## src/rtl/fp_divsqrt_iter.sv

```systemverilog
// fp_divsqrt_iter: iterative radix-2 restoring divide / square root for a parametrised IEEE-754-style format.
// Emits an unrounded {hidden, frac, G, R, S} mantissa with a wide signed exponent; special operands bypass the iteration.
module fp_divsqrt_iter #(
    parameter int EXP_W  = 11,
    parameter int FRAC_W = 52,
    parameter int BIAS   = 2 ** (EXP_W - 1) - 1
) (
    input  logic                  clk,
    input  logic                  rst_n,
    input  logic                  ce,
    input  logic                  abort,
    input  logic                  req_valid,
    output logic                  req_ready,
    input  logic                  op,
    input  logic [EXP_W+FRAC_W:0] a,
    input  logic [EXP_W+FRAC_W:0] b,
    output logic                  res_valid,
    input  logic                  res_ready,
    output logic                  res_sign,
    output logic [EXP_W+1:0]      res_exp,
    output logic [FRAC_W+3:0]     res_mant,
    output logic                  res_special,
    output logic                  res_nv,
    output logic                  res_dz
);
    localparam int W  = 1 + EXP_W + FRAC_W;
    localparam int M  = FRAC_W + 1;
    localparam int N  = FRAC_W + 4;
    localparam int RW = N + 3;
    localparam int EW = EXP_W + 2;
    localparam int CW = $clog2(N);
    localparam logic [EW-1:0] BE = EW'(BIAS);
    localparam logic [FRAC_W-1:0] QBIT = {1'b1, {(FRAC_W-1){1'b0}}};

    typedef enum logic [2:0] {IDLE, PREP, ITER, NORM, DONE} state_t;
    state_t state, nxt;

    logic op_r, sp_q;
    logic [W-1:0] a_r, b_r;
    logic [CW-1:0] cnt;
    logic [N-1:0] q;
    logic [RW-1:0] rem;
    logic [2*N-1:0] rad;

    logic sa, sb, a_zero, b_zero, a_inf, b_inf, a_nan, b_nan, a_snan, b_snan;
    logic [EXP_W-1:0] ea, eb;
    logic [FRAC_W-1:0] fa, fb;
    logic [M-1:0] ma, mb;
    logic [M:0] x;
    logic [EW-1:0] ue, div_exp, sqrt_exp;
    logic is_sp, sp_sign, sp_nv, sp_dz;
    logic [EXP_W-1:0] sp_exp;
    logic [FRAC_W-1:0] sp_frac;
    logic [RW-1:0] cur, trial, diff, rem_nx;
    logic qb, shl, rem_nz;

    assign {sa, ea, fa} = a_r;
    assign {sb, eb, fb} = b_r;
    assign ma = {1'b1, fa};
    assign mb = {1'b1, fb};
    assign a_zero = ea == '0;
    assign b_zero = eb == '0;
    assign a_inf = &ea && fa == '0;
    assign b_inf = &eb && fb == '0;
    assign a_nan = &ea && fa != '0;
    assign b_nan = &eb && fb != '0;
    assign a_snan = a_nan && !fa[FRAC_W-1];
    assign b_snan = b_nan && !fb[FRAC_W-1];

    assign ue = {2'b0, ea} - BE;
    assign div_exp = {2'b0, ea} - {2'b0, eb} + BE;
    assign sqrt_exp = {ue[EW-1], ue[EW-1:1]} + BE;
    // odd unbiased exponent: fold one factor of two into the radicand
    assign x = ue[0] ? {ma, 1'b0} : {1'b0, ma};

    always_comb begin
        is_sp = 1'b1;
        sp_sign = sa ^ (sb & !op_r);
        sp_exp = '1;
        sp_frac = '0;
        sp_nv = 1'b0;
        sp_dz = 1'b0;
        if (a_nan || (!op_r && b_nan)) begin
            sp_sign = a_nan ? sa : sb;
            sp_frac = (a_nan ? fa : fb) | QBIT;
            sp_nv = a_snan || (!op_r && b_snan);
        end else if (op_r ? (sa && !a_zero) : ((a_zero && b_zero) || (a_inf && b_inf))) begin
            sp_sign = 1'b0;
            sp_frac = QBIT;
            sp_nv = 1'b1;
        end else if (!op_r && b_zero && !a_inf) begin
            sp_dz = 1'b1;
        end else if (op_r ? a_zero : (a_zero || b_inf)) begin
            sp_exp = '0;
        end else if (!a_inf) begin
            is_sp = 1'b0;
        end
    end

    // sqrt brings down two radicand bits per step and trials 4*root+1; div trials the divisor
    assign cur = op_r ? {rem[RW-3:0], rad[2*N-1 -: 2]} : rem;
    assign trial = op_r ? {1'b0, q, 2'b01} : {{(RW-M){1'b0}}, mb};
    assign qb = cur >= trial;
    assign diff = qb ? cur - trial : cur;
    assign rem_nx = op_r ? diff : {diff[RW-2:0], 1'b0};
    assign shl = !op_r && !q[N-1];
    assign rem_nz = |rem;

    always_ff @(posedge clk or negedge rst_n) begin
        if (!rst_n) state <= IDLE;
        else if (ce) state <= nxt;
    end

    always_comb begin
        nxt = state;
        case (state)
            IDLE: nxt = req_valid ? PREP : IDLE;
            PREP: nxt = is_sp ? NORM : ITER;
            ITER: nxt = cnt == CW'(N - 1) ? NORM : ITER;
            NORM: nxt = DONE;
            DONE: nxt = res_ready ? IDLE : DONE;
            default: nxt = IDLE;
        endcase
        if (abort) nxt = IDLE;
    end

    always_comb begin
        req_ready = state == IDLE;
        res_valid = state == DONE;
    end

    // specials settle in PREP and pass through NORM untouched
    always_ff @(posedge clk or negedge rst_n) begin
        if (!rst_n) begin
            op_r <= 1'b0;
            sp_q <= 1'b0;
            a_r <= '0;
            b_r <= '0;
            cnt <= '0;
            q <= '0;
            rem <= '0;
            rad <= '0;
            res_sign <= 1'b0;
            res_exp <= '0;
            res_mant <= '0;
            res_special <= 1'b0;
            res_nv <= 1'b0;
            res_dz <= 1'b0;
        end else if (ce) begin
            case (state)
                IDLE: if (req_valid) begin
                    op_r <= op;
                    a_r <= a;
                    b_r <= b;
                end
                PREP: begin
                    sp_q <= is_sp;
                    res_special <= is_sp;
                    res_nv <= sp_nv;
                    res_dz <= sp_dz;
                    res_sign <= sp_sign;
                    res_exp <= is_sp ? {2'b0, sp_exp} : op_r ? sqrt_exp : div_exp;
                    res_mant <= {1'b0, sp_frac, 3'b000};
                    cnt <= '0;
                    q <= '0;
                    rem <= op_r ? '0 : {{(RW-M){1'b0}}, ma};
                    rad <= {x, {(FRAC_W+6){1'b0}}};
                end
                ITER: begin
                    cnt <= cnt + CW'(1);
                    q <= {q[N-2:0], qb};
                    rem <= rem_nx;
                    rad <= rad << 2;
                end
                NORM: if (!sp_q) begin
                    res_mant <= shl ? {q[N-2:0], rem_nz} : {q[N-1:1], q[0] | rem_nz};
                    res_exp <= res_exp - {{(EW-1){1'b0}}, shl};
                end
                default: ;
            endcase
        end
    end
endmodule
```

## config.mk

```make
export PLATFORM = sky130hd
export DESIGN_NAME = fp_divsqrt_iter
export DESIGN_NICKNAME = d
export VERILOG_FILES = /design/src/rtl/fp_divsqrt_iter.sv
export SDC_FILE = /design/constraint.sdc
export NUM_CORES = 1
export LEC_CHECK = 0
export BUFFER_PORTS_ARGS = -buffer_cell sky130_fd_sc_hd__buf_2
export CORE_MARGIN = 2
export CORE_UTILIZATION = 51
export DETAILED_ROUTE_END_ITERATION = 10
export PLACE_DENSITY = 0.67
export SYNTH_ARGS = -nofsm -noshare
export SYNTH_HDL_FRONTEND = slang
export SYNTH_SLANG_ARGS = --single-unit
```

## constraint.sdc

```tcl
create_clock -name clk -period 10.9 [get_ports clk]
set_clock_uncertainty 0.05 [all_clocks]
set_input_delay 0 -clock clk [delete_from_list [all_inputs] [get_ports clk]]
set_output_delay 0 -clock clk [all_outputs]
set_load 0.005 [all_outputs]
```

After elaboration in Yosys (flattened, before gate mapping)
Index checks and enable logic that the tools add are counted.

word-level totals
  register bits = 438
  input port bits = 135
  output and inout port bits = 75
  word-level logic and storage cells = 116

cells by class
  add/sub/neg operators = 7
  magnitude comparators = 1
  eq/ne operators = 6
  mux-type cells = 45
  bitwise logic cells = 3
  reductions and logical operators = 40

operators with widths
  kind                                            number
  one-hot mux 112 bit (2 select lines)            1
  one-hot mux 56 bit (2 select lines)             2
  2-to-1 mux 59 bit                               3
  one-hot mux 59 bit (2 select lines)             1
  2-to-1 mux 56 bit                               2
  logical NOT 52 bit                              2
  2-to-1 mux 52 bit                               2
  nonzero test 52 bit                             2
  greater-or-equal comparator 59 x 58 -> 1 bit    1
  OR reduction 59 bit                             1
  subtractor 59 x 58 -> 59 bit                    1
  2-to-1 mux 58 bit                               1
  2-to-1 mux 54 bit                               1
  2-to-1 mux 53 bit                               1
  2-to-1 mux 51 bit                               1
  2-to-1 mux 11 bit                               4
  2-to-1 mux 13 bit                               3
  one-hot mux 13 bit (2 select lines)             1
  logical NOT 11 bit                              2
  AND reduction 11 bit                            2
  2-to-1 mux 1 bit                                18
  one-hot mux 3 bit (5 select lines)              1
  logical AND 1 bit                               14
  adder 12 x 11 -> 13 bit, second input constant  1
  other kinds (21)                                34

Logic depth before layout (Yosys ltp)
Gate-level depths: netlist (run 1).

  word-level depth = 11
  mapped depth = 21
  gate-level depth less buffers = 14

Worst setup path after synthesis (run 1)
Ideal clock, no wire load.

  path type = reg2reg
  start = reg op_r
  end = reg rem[20]
  setup time = 126 ps
  arrival time = 4833 ps
  data required time = 10724 ps
  slack = 5891 ps
  cell stages (with the launch flop) = 20
  buffers on the path = 8
  period minus slack after synthesis = 5009 ps
  cells stage by stage = dfrtp_1 > buf_1 > clkbuf_1 > clkbuf_1 > clkbuf_1 > buf_1 > mux2i_1 > ha_1 > buf_2 > nand4_1 > nor3_1 > a32oi_1 > a211oi_2 > a211oi_4 > nor4b_2 > or2_1 > buf_6 > buf_12 > mux2_4 > a221o_1

on the way
  cells in the longest elaborated chain, start to end = 5
  elaborated cells between the ends (all ways) = 8
  classes of those cells = 1 x add/sub; 1 x order compare; 6 x mux

RTL lines
  element                                                                                       line      RTL
  start, declared                                                                               38        logic op_r, sp_q;
  start signal, assigned                                                                        152       op_r <= op;
  2-to-1 mux 59 bit or 2-to-1 mux 58 bit (tied branches)                                        101, 102
  subtractor 59 x 58 -> 59 bit or greater-or-equal comparator 59 x 58 -> 1 bit (tied branches)  104, 103
  2-to-1 mux 59 bit                                                                             104       assign diff = qb ? cur - trial : cur;
  2-to-1 mux 59 bit                                                                             105       assign rem_nx = op_r ? diff : {diff[RW-2:0], 1'b0};
  one-hot mux 59 bit (2 select lines) (*)                                                       150       case (state)
  end signal, assigned                                                                          166       rem <= op_r ? '0 : {{(RW-M){1'b0}}, ma};
  end signal, assigned                                                                          172       rem <= rem_nx;
  end, declared                                                                                 42        logic [RW-1:0] rem;

Every way passes the cells marked *; elsewhere a longest branch is shown, timed or not.
A chain may end at the register's enable or synchronous reset.

Worst setup path after layout (run 1)
  start = reg op_r
  end = reg rem[6]

The elaborated chain is that of the path after synthesis.

==> flow_metrics.env, run 1 <==
export IMPL_grt_use_total_pct=36.2
export IMPL_clockRootBuffer="clkbuf_16"
export IMPL_dominantRegCellSynth="dfrtp_1"
export IMPL_regArea_sq_um=9520
export IMPL_worst_pin_slew_ns=1.14
export IMPL_crit_start="op_r"
export IMPL_max_freq_mhz=160
export IMPL_ys_seq_area_share_pct=37.8
export IMPL_path_clk_slew_ns=0.06
export IMPL_reg2reg_slack_ns=4.64
export IMPL_syn_inst=2637
export IMPL_die_area_sq_um=51100
export IMPL_grt_overflow=0
export IMPL_io_pins=210
export IMPL_drive_gt1_share_pct=18.7
export IMPL_holdWs_ns=-0.0204
export IMPL_critical_path_class="reg2reg"
export IMPL_yosys_warnings=0
export IMPL_r2r_start="op_r"
export IMPL_synth_top_area_cell="dfrtp_1"
export IMPL_rsz0062_at_grt="false"
export IMPL_drtIter0Drc=2546
export IMPL_synth_area_top_cells="dfrtp_1 38%, mux2i_1 9.6%, mux2_2 8.4%"
export IMPL_grt_pass1_vias=22574
export IMPL_startpoint_type="flop"
export IMPL_wl_per_cell_um=26.0
export IMPL_cap_violations=0
export IMPL_cp_endpoint="rem[6]"
export IMPL_synth_distinct_cells=97
export IMPL_drc=0
export IMPL_dr_total_vias=23091
export IMPL_multiInputGateArea_sq_um=14700
export IMPL_synth_area_sq_um=25200
export IMPL_reg2reg_depth=16
export IMPL_power_leakage_nw=12.9
export IMPL_avgSynthCellArea_sq_um=9.54
export IMPL_antenna_found_initial=0
export IMPL_die_x_um=226
export IMPL_vdd_drop_max_uv=271
export IMPL_vias_per_cell=6.48
export IMPL_ys_ff_latch=380
export IMPL_rows=81
export IMPL_core_sq_um=48800
export IMPL_synthArstFlopShare_pct=100
export IMPL_grt_pass1_wl_um=141000
export IMPL_htreeDepth=2
export IMPL_synth_top_cell_area_share_pct=37.8
export IMPL_drv_slew=0
export IMPL_io_buffers=209
export IMPL_power_mw=11.2
export IMPL_status="finished, violations left"
export IMPL_fin_crit_sh_pct=57.5
export IMPL_synth_edf_count=0
export IMPL_tns_ns=0
export IMPL_ant_nets=0
export IMPL_clk_path_buf_depth=3
export IMPL_syn2layout_area_growth_pct=17.1
export IMPL_cp_required_ns=11.34
export IMPL_cts_resized=0
export IMPL_die_h_um=226
export IMPL_cp_arrival_ns=6.71
export IMPL_start_util_pct=51.5
export IMPL_synth_common_cells="380 x dfrtp_1, 241 x mux2i_1, 220 x nand2_1"
export IMPL_clk_latency_ns=0.61
export IMPL_gp_congestion=0.967
export IMPL_slew_headroom_pct=23.5
export IMPL_wl_um=92600
export IMPL_power_density_nw_per_um2=381
export IMPL_fillers=4134
export IMPL_finalSetupViolations=0
export IMPL_grt_max_degree=167
export IMPL_numCtsBuffers=44
export IMPL_cts_tree="done"
export IMPL_yosysMostFrequentCell="dfrtp_1"
export IMPL_clkSinkCount=380
export IMPL_period_minus_slack_ns=6.26
export IMPL_hold_viol_final=5
export IMPL_hold_path_class="in2async"
export IMPL_dr_pass1_iters=5
export IMPL_syn_nets=2850
export IMPL_nets=3078
export IMPL_cp_max_fo=145
export IMPL_crit_path_end_kind="flop"
export IMPL_hpwl_um=64700
export IMPL_finalCoreUtilization_pct=60.3
export IMPL_violations="negative hold slack"
export IMPL_r2r_end="rem[6]"
==> what timing repair did <==
action                     CTS  global route
hold buffers               136             0
setup endpoints to repair    0             0
setup buffers                0             0
hold endpoints to repair   231             0
==> worst max-delay path, cell delays in order (launching register included) <==
cell and delay [ns]:
dfrtp_4 0.56, buf_12 0.65, mux2i_1 0.42, inv_1 0.09
ha_1 0.30, nor2b_1 0.20, o2111ai_1 0.15, and2_1 0.25
o31ai_4 0.47, a211oi_4 0.16, nor4b_2 0.48, buf_4 0.26
or2_2 0.55, buf_4 0.63, mux2i_1 0.32, o21ai_1 0.09
a221o_1 0.35
==> power by group <==
group | total [mW] | internal [mW] | leakage [nW] | switching [mW]
sequential | 2.82 | 1.94 | 4.72 | 0.878
clock | 1.62 | 0.952 | 0.758 | 0.668
combinational | 6.78 | 2.70 | 7.44 | 4.08
total | 11.2 | 5.60 | 12.9 | 5.62
==> per-stage QoR <==
stage          setup WS (ns)  instances  cell area, sq um
6_report                4.64       3566             29400
5_1_grt                 4.21       3565             29400
4_1_cts                 4.71       3565             29400
3_5_place_dp            4.72       3347             26500
3_3_place_gp            4.90       3347             26500
2_1_floorplan           5.89       2637             25200
==> metal layers <==
metal	wire length [um]	vias up	share of wire, %	global-route usage [%]
met2	41200	1109	45	54.9
met4	3360	0	3.6	13.3
met3	7690	185	8.3	7.09
li1	-	10295	-	-
met5	0	-	0	0
met1	40300	11502	44	51.3
==> registers in the layout (all words and copies together) (netlist names) <==
| name | count |
|---|---|
| res_sign | 1 |
| rad | 54 |
| cnt | 6 |
| op_r | 1 |
| a_r | 64 |
| b_r | 64 |
| state | 3 |
| res_mant | 56 |
| res_exp | 13 |
| res_dz | 1 |
| res_nv | 1 |
| q | 56 |
| sp_q | 1 |
| rem | 59 |
==> cells by family after synthesis <==
logic type,count (synthesis),share of synthesized area [%]
fa+ha+maj,78,3.94
xor+xnor,82,2.86
compound gates,776,21.1
buf+inv,237,4.04
simple gates,652,12.2
mux,432,18.2
flops,380,37.8
==> placed cells by master (no fill, tap or decap), types with 46 or more instances in the layout <==
| master | netlist | layout |
|---|---|---|
| a22o_1 | 58 | 58 |
| mux2i_1 | 241 | 241 |
| o21a_1 | 62 | 62 |
| o221ai_1 | 56 | 56 |
| buf_2 | 33 | 208 |
| nor2_1 | 183 | 179 |
| nand2_1 | 220 | 220 |
| dfrtp_1 | 380 | 378 |
| a21oi_1 | 185 | 184 |
| xnor2_1 | 46 | 46 |
| dlygate4sd3_1 | 0 | 136 |
| o21ai_0 | 127 | 127 |
| mux2_2 | 187 | 187 |
| nor4_1 | 51 | 51 |
| ha_1 | 76 | 76 |
==> worst min-delay path by stage <==
| stage | slack [ns] | cells after the start | end | start |
|---|---|---|---|---|
| 6_report | -0.02 | 2 | a_r[48] | rst_n |
| 2_1_floorplan | -0.35 | 0 | a_r[0] | rst_n |
| 4_1_cts | 0.02 | 2 | rem[51] | rst_n |
| 3_3_place_gp | 0.06 | 1 | a_r[46] | rst_n |
| 5_1_grt | 0.08 | 2 | rad[98] | rst_n |
| 3_5_place_dp | 0.07 | 1 | a_r[47] | rst_n |
==> final cells by class <==
class / count / share of cell area, %
Inverter: 44 / 0.561
Multi-Input combinational cell: 2020 / 49.9
Sequential cell: 380 / 32.3
Tap cell: 664 / 2.82
Clock buffer: 60 / 4.22
Clock inverter: 22 / 1.10
Antenna cell: 1 / 0.00850
Timing Repair Buffer: 375 / 9.06
Note: power is estimated with default switching activity, not from simulation.
==> inputs of run 2 (changes only) <==
Settings changed: ABC_AREA from default to 1, PLACE_DENSITY 0.67 to 0.66.
Clock period 10.9 ns to 6 ns, I/O delays scaled along.
==> run 2 against run 1 <==
Net effect: the flow still finishes with violations (negative hold slack); sequential share of layout area shrank 2.2 points; area after synthesis up 8.7%; critical path type unchanged; largest cell class unchanged; sequential cell count unchanged; largest power group unchanged.
==> flow_metrics.env, run 2 <==
export IMPL_status="finished, violations left"
export IMPL_violations="negative hold slack"
export IMPL_syn_inst=4211
export IMPL_layout_commonest_cell="nand2_1"
export IMPL_synth_top_cell_area_share_pct=34.8
export IMPL_worstPathCellList="inv_2, or2_2, o21ai_0, inv_1, ha_1, nand2_1, nor2_1, nand3_1, nor4_1, nand2_1, nand3_4, buf_4, nand3_1, nand2_1, nand2_1, nand2_1, nand2_1, nand2_1"
export IMPL_synth_common_cells="1174 x nand2_1, 668 x inv_1, 382 x nor2_1"
export IMPL_synth_top_area_cell="dfrtp_1"
export IMPL_crit_path_end_kind="flop"
export IMPL_path_clk_slew_ns=0.07
export IMPL_crit_start="op_r"
export IMPL_power_mw=19.1
export IMPL_r2r_start="op_r"
export IMPL_cp_max_fo=78
export IMPL_rsz0062_at_grt="false"
export IMPL_wl_per_cell_um=19.9
export IMPL_synth_distinct_cells=50
export IMPL_cpMaxStageDelayCell="dfrtp_4"
export IMPL_synth_area_sq_um=27300
export IMPL_grt_max_degree=155
export IMPL_numCtsBuffers=44
export IMPL_io_buffers=209
export IMPL_grt_pass1_vias=27191
export IMPL_drtIter0Drc=2748
export IMPL_clockRootBuffer="clkbuf_16"
export IMPL_io_pins=210
export IMPL_antenna_found_initial=1
export IMPL_hpwl_um=76800
export IMPL_vdd_drop_max_uv=439
export IMPL_crit_top_cell="nand2_1"
export IMPL_grt_overflow=0
export IMPL_max_freq_mhz=227
export IMPL_avgSynthCellArea_sq_um=6.49
export IMPL_drc=0
export IMPL_pre_cts_slack_ns=1.67
export IMPL_wl_um=103000
export IMPL_grt_pass1_wl_um=158000
export IMPL_tns_ns=0
export IMPL_cts_resized=0
export IMPL_critical_path_class="reg2reg"
export IMPL_cts_tree="done"
export IMPL_yosysMostFrequentCell="nand2_1"
export IMPL_syn2layout_area_growth_pct=15.4
export IMPL_drive_gt1_share_pct=9.35
export IMPL_ant_nets=0
export IMPL_power_leakage_nw=16.3
export IMPL_yosys_warnings=0
export IMPL_ys_ff_latch=380
export IMPL_holdWs_ns=-0.0389
export IMPL_fillers=5144
export IMPL_reg_top3="a_r x64, b_r x64, rem x59"
export IMPL_clk_path_buf_depth=3
export IMPL_drv_slew=0
export IMPL_finalSetupViolations=0
export IMPL_synth_area_top_cells="dfrtp_1 35%, nand2_1 16%, inv_1 9.2%"
export IMPL_power_density_nw_per_um2=604
export IMPL_gp_congestion=1.06
export IMPL_clk_latency_ns=0.60
export IMPL_die_x_um=236
export IMPL_clkSinkCount=380
export IMPL_syn_nets=4424
export IMPL_layout_common_cells="1172 x nand2_1, 664 x inv_1, 380 x nor2_1"
export IMPL_ys_seq_area_share_pct=34.8
export IMPL_hold_path_class="in2async"
export IMPL_vias_per_cell=5.57
export IMPL_fin_crit_sh_pct=73.5
export IMPL_dr_total_vias=28777
export IMPL_max_stage_delay_ns=1.05
export IMPL_die_area_sq_um=55500
export IMPL_slew_headroom_pct=22.0
export IMPL_cp_arrival_ns=4.89
export IMPL_nets=4661
export IMPL_grt_use_total_pct=36.4
export IMPL_core_sq_um=52800
export IMPL_die_h_um=236
export IMPL_period_minus_slack_ns=4.41
export IMPL_synthArstFlopShare_pct=100
export IMPL_htreeDepth=2
export IMPL_setup_slack_ns=1.59
export IMPL_start_util_pct=51.8
export IMPL_cp_required_ns=6.48
export IMPL_dr_pass1_iters=7
export IMPL_cap_violations=0
export IMPL_rows=84
export IMPL_worst_pin_slew_ns=1.17
export IMPL_hold_viol_final=14
export IMPL_dominantRegCellSynth="dfrtp_1"
export IMPL_startpoint_type="flop"
export IMPL_synth_edf_count=0
-- run 2: cells by family after synthesis --
family          count (synthesis)  share of synthesized area [%]
compound gates                796                           15.6
simple gates                 1993                           29.9
xor+xnor                       42                           1.37
mux                            60                           2.47
fa+ha+maj                      78                           3.62
buf+inv                       862                           12.2
flops                         380                           34.8
-- run 2: area by class of cell --
type                    instances  area, sq um  area share [%]
repair buffers                375         2670            8.44
diodes                          3         7.51          0.0238
well taps                     688          861            2.73
clock buffers                  63         1270            4.03
inverters                     678         2550            8.08
flip-flops and latches        380         9510            30.1
clock inverters                15          151           0.480
multi-input cells            2969        14500            46.1
-- run 2: per-layer routing --
| layer | GRT usage, % | vias to the layer above | part of all wire (%) |
|---|---|---|---|
| met2 | 58.1 | 1184 | 45 |
| met4 | 17.3 | 0 | 5.5 |
| met5 | 0 | - | 0 |
| met3 | 4.02 | 226 | 6.9 |
| li1 | - | 13980 | - |
| met1 | 49.6 | 13387 | 43 |
-- run 2: worst max-delay path, delay by kind of cell (launching register included) --
| kind | cells | cell delay [ns] |
|---|---|---|
| fa+ha+maj | 1 | 0.36 |
| flops | 1 | 1.05 |
| compound gates | 1 | 0.10 |
| buf+inv | 3 | 0.76 |
| simple gates | 13 | 2.01 |
-- run 2: what timing repair did --
action / in CTS / in global routing
endpoints found under the hold margin: 246 / 0
buffers inserted: 0 / 0
hold buffers: 135 / 0
-- run 2: worst paths after layout --
kind	to	cells after the start	slack, ns
setup / recovery	rem[52]	18	1.59
hold / removal	rad[94]	2	-0.04
setup reg to reg	rem[52]	18	1.59
hold reg to reg	cnt[5]	1	0.43
max in group asynchronous	b_r[30]	3	4.36
min in group clk	a_r[50]	3	0.10
-- run 2: per-stage QoR --
stage | area (sq um) | cells | util [%]
3_5_place_dp | 28800 | 4955 | 54.6
2_1_floorplan | 27400 | 4211 | -
5_1_grt | 31600 | 5169 | 59.8
3_3_place_gp | 28800 | 4955 | 54.6
6_report | 31600 | 5171 | 59.8
4_1_cts | 31600 | 5168 | 59.8
-- run 2: power by group --
group          switching (mW)  total, mW  internal [mW]
logic                    8.09       11.9           3.80
registers               0.970       4.45           3.48
clock network            1.19       2.72           1.53
total                    10.2       19.1           8.82
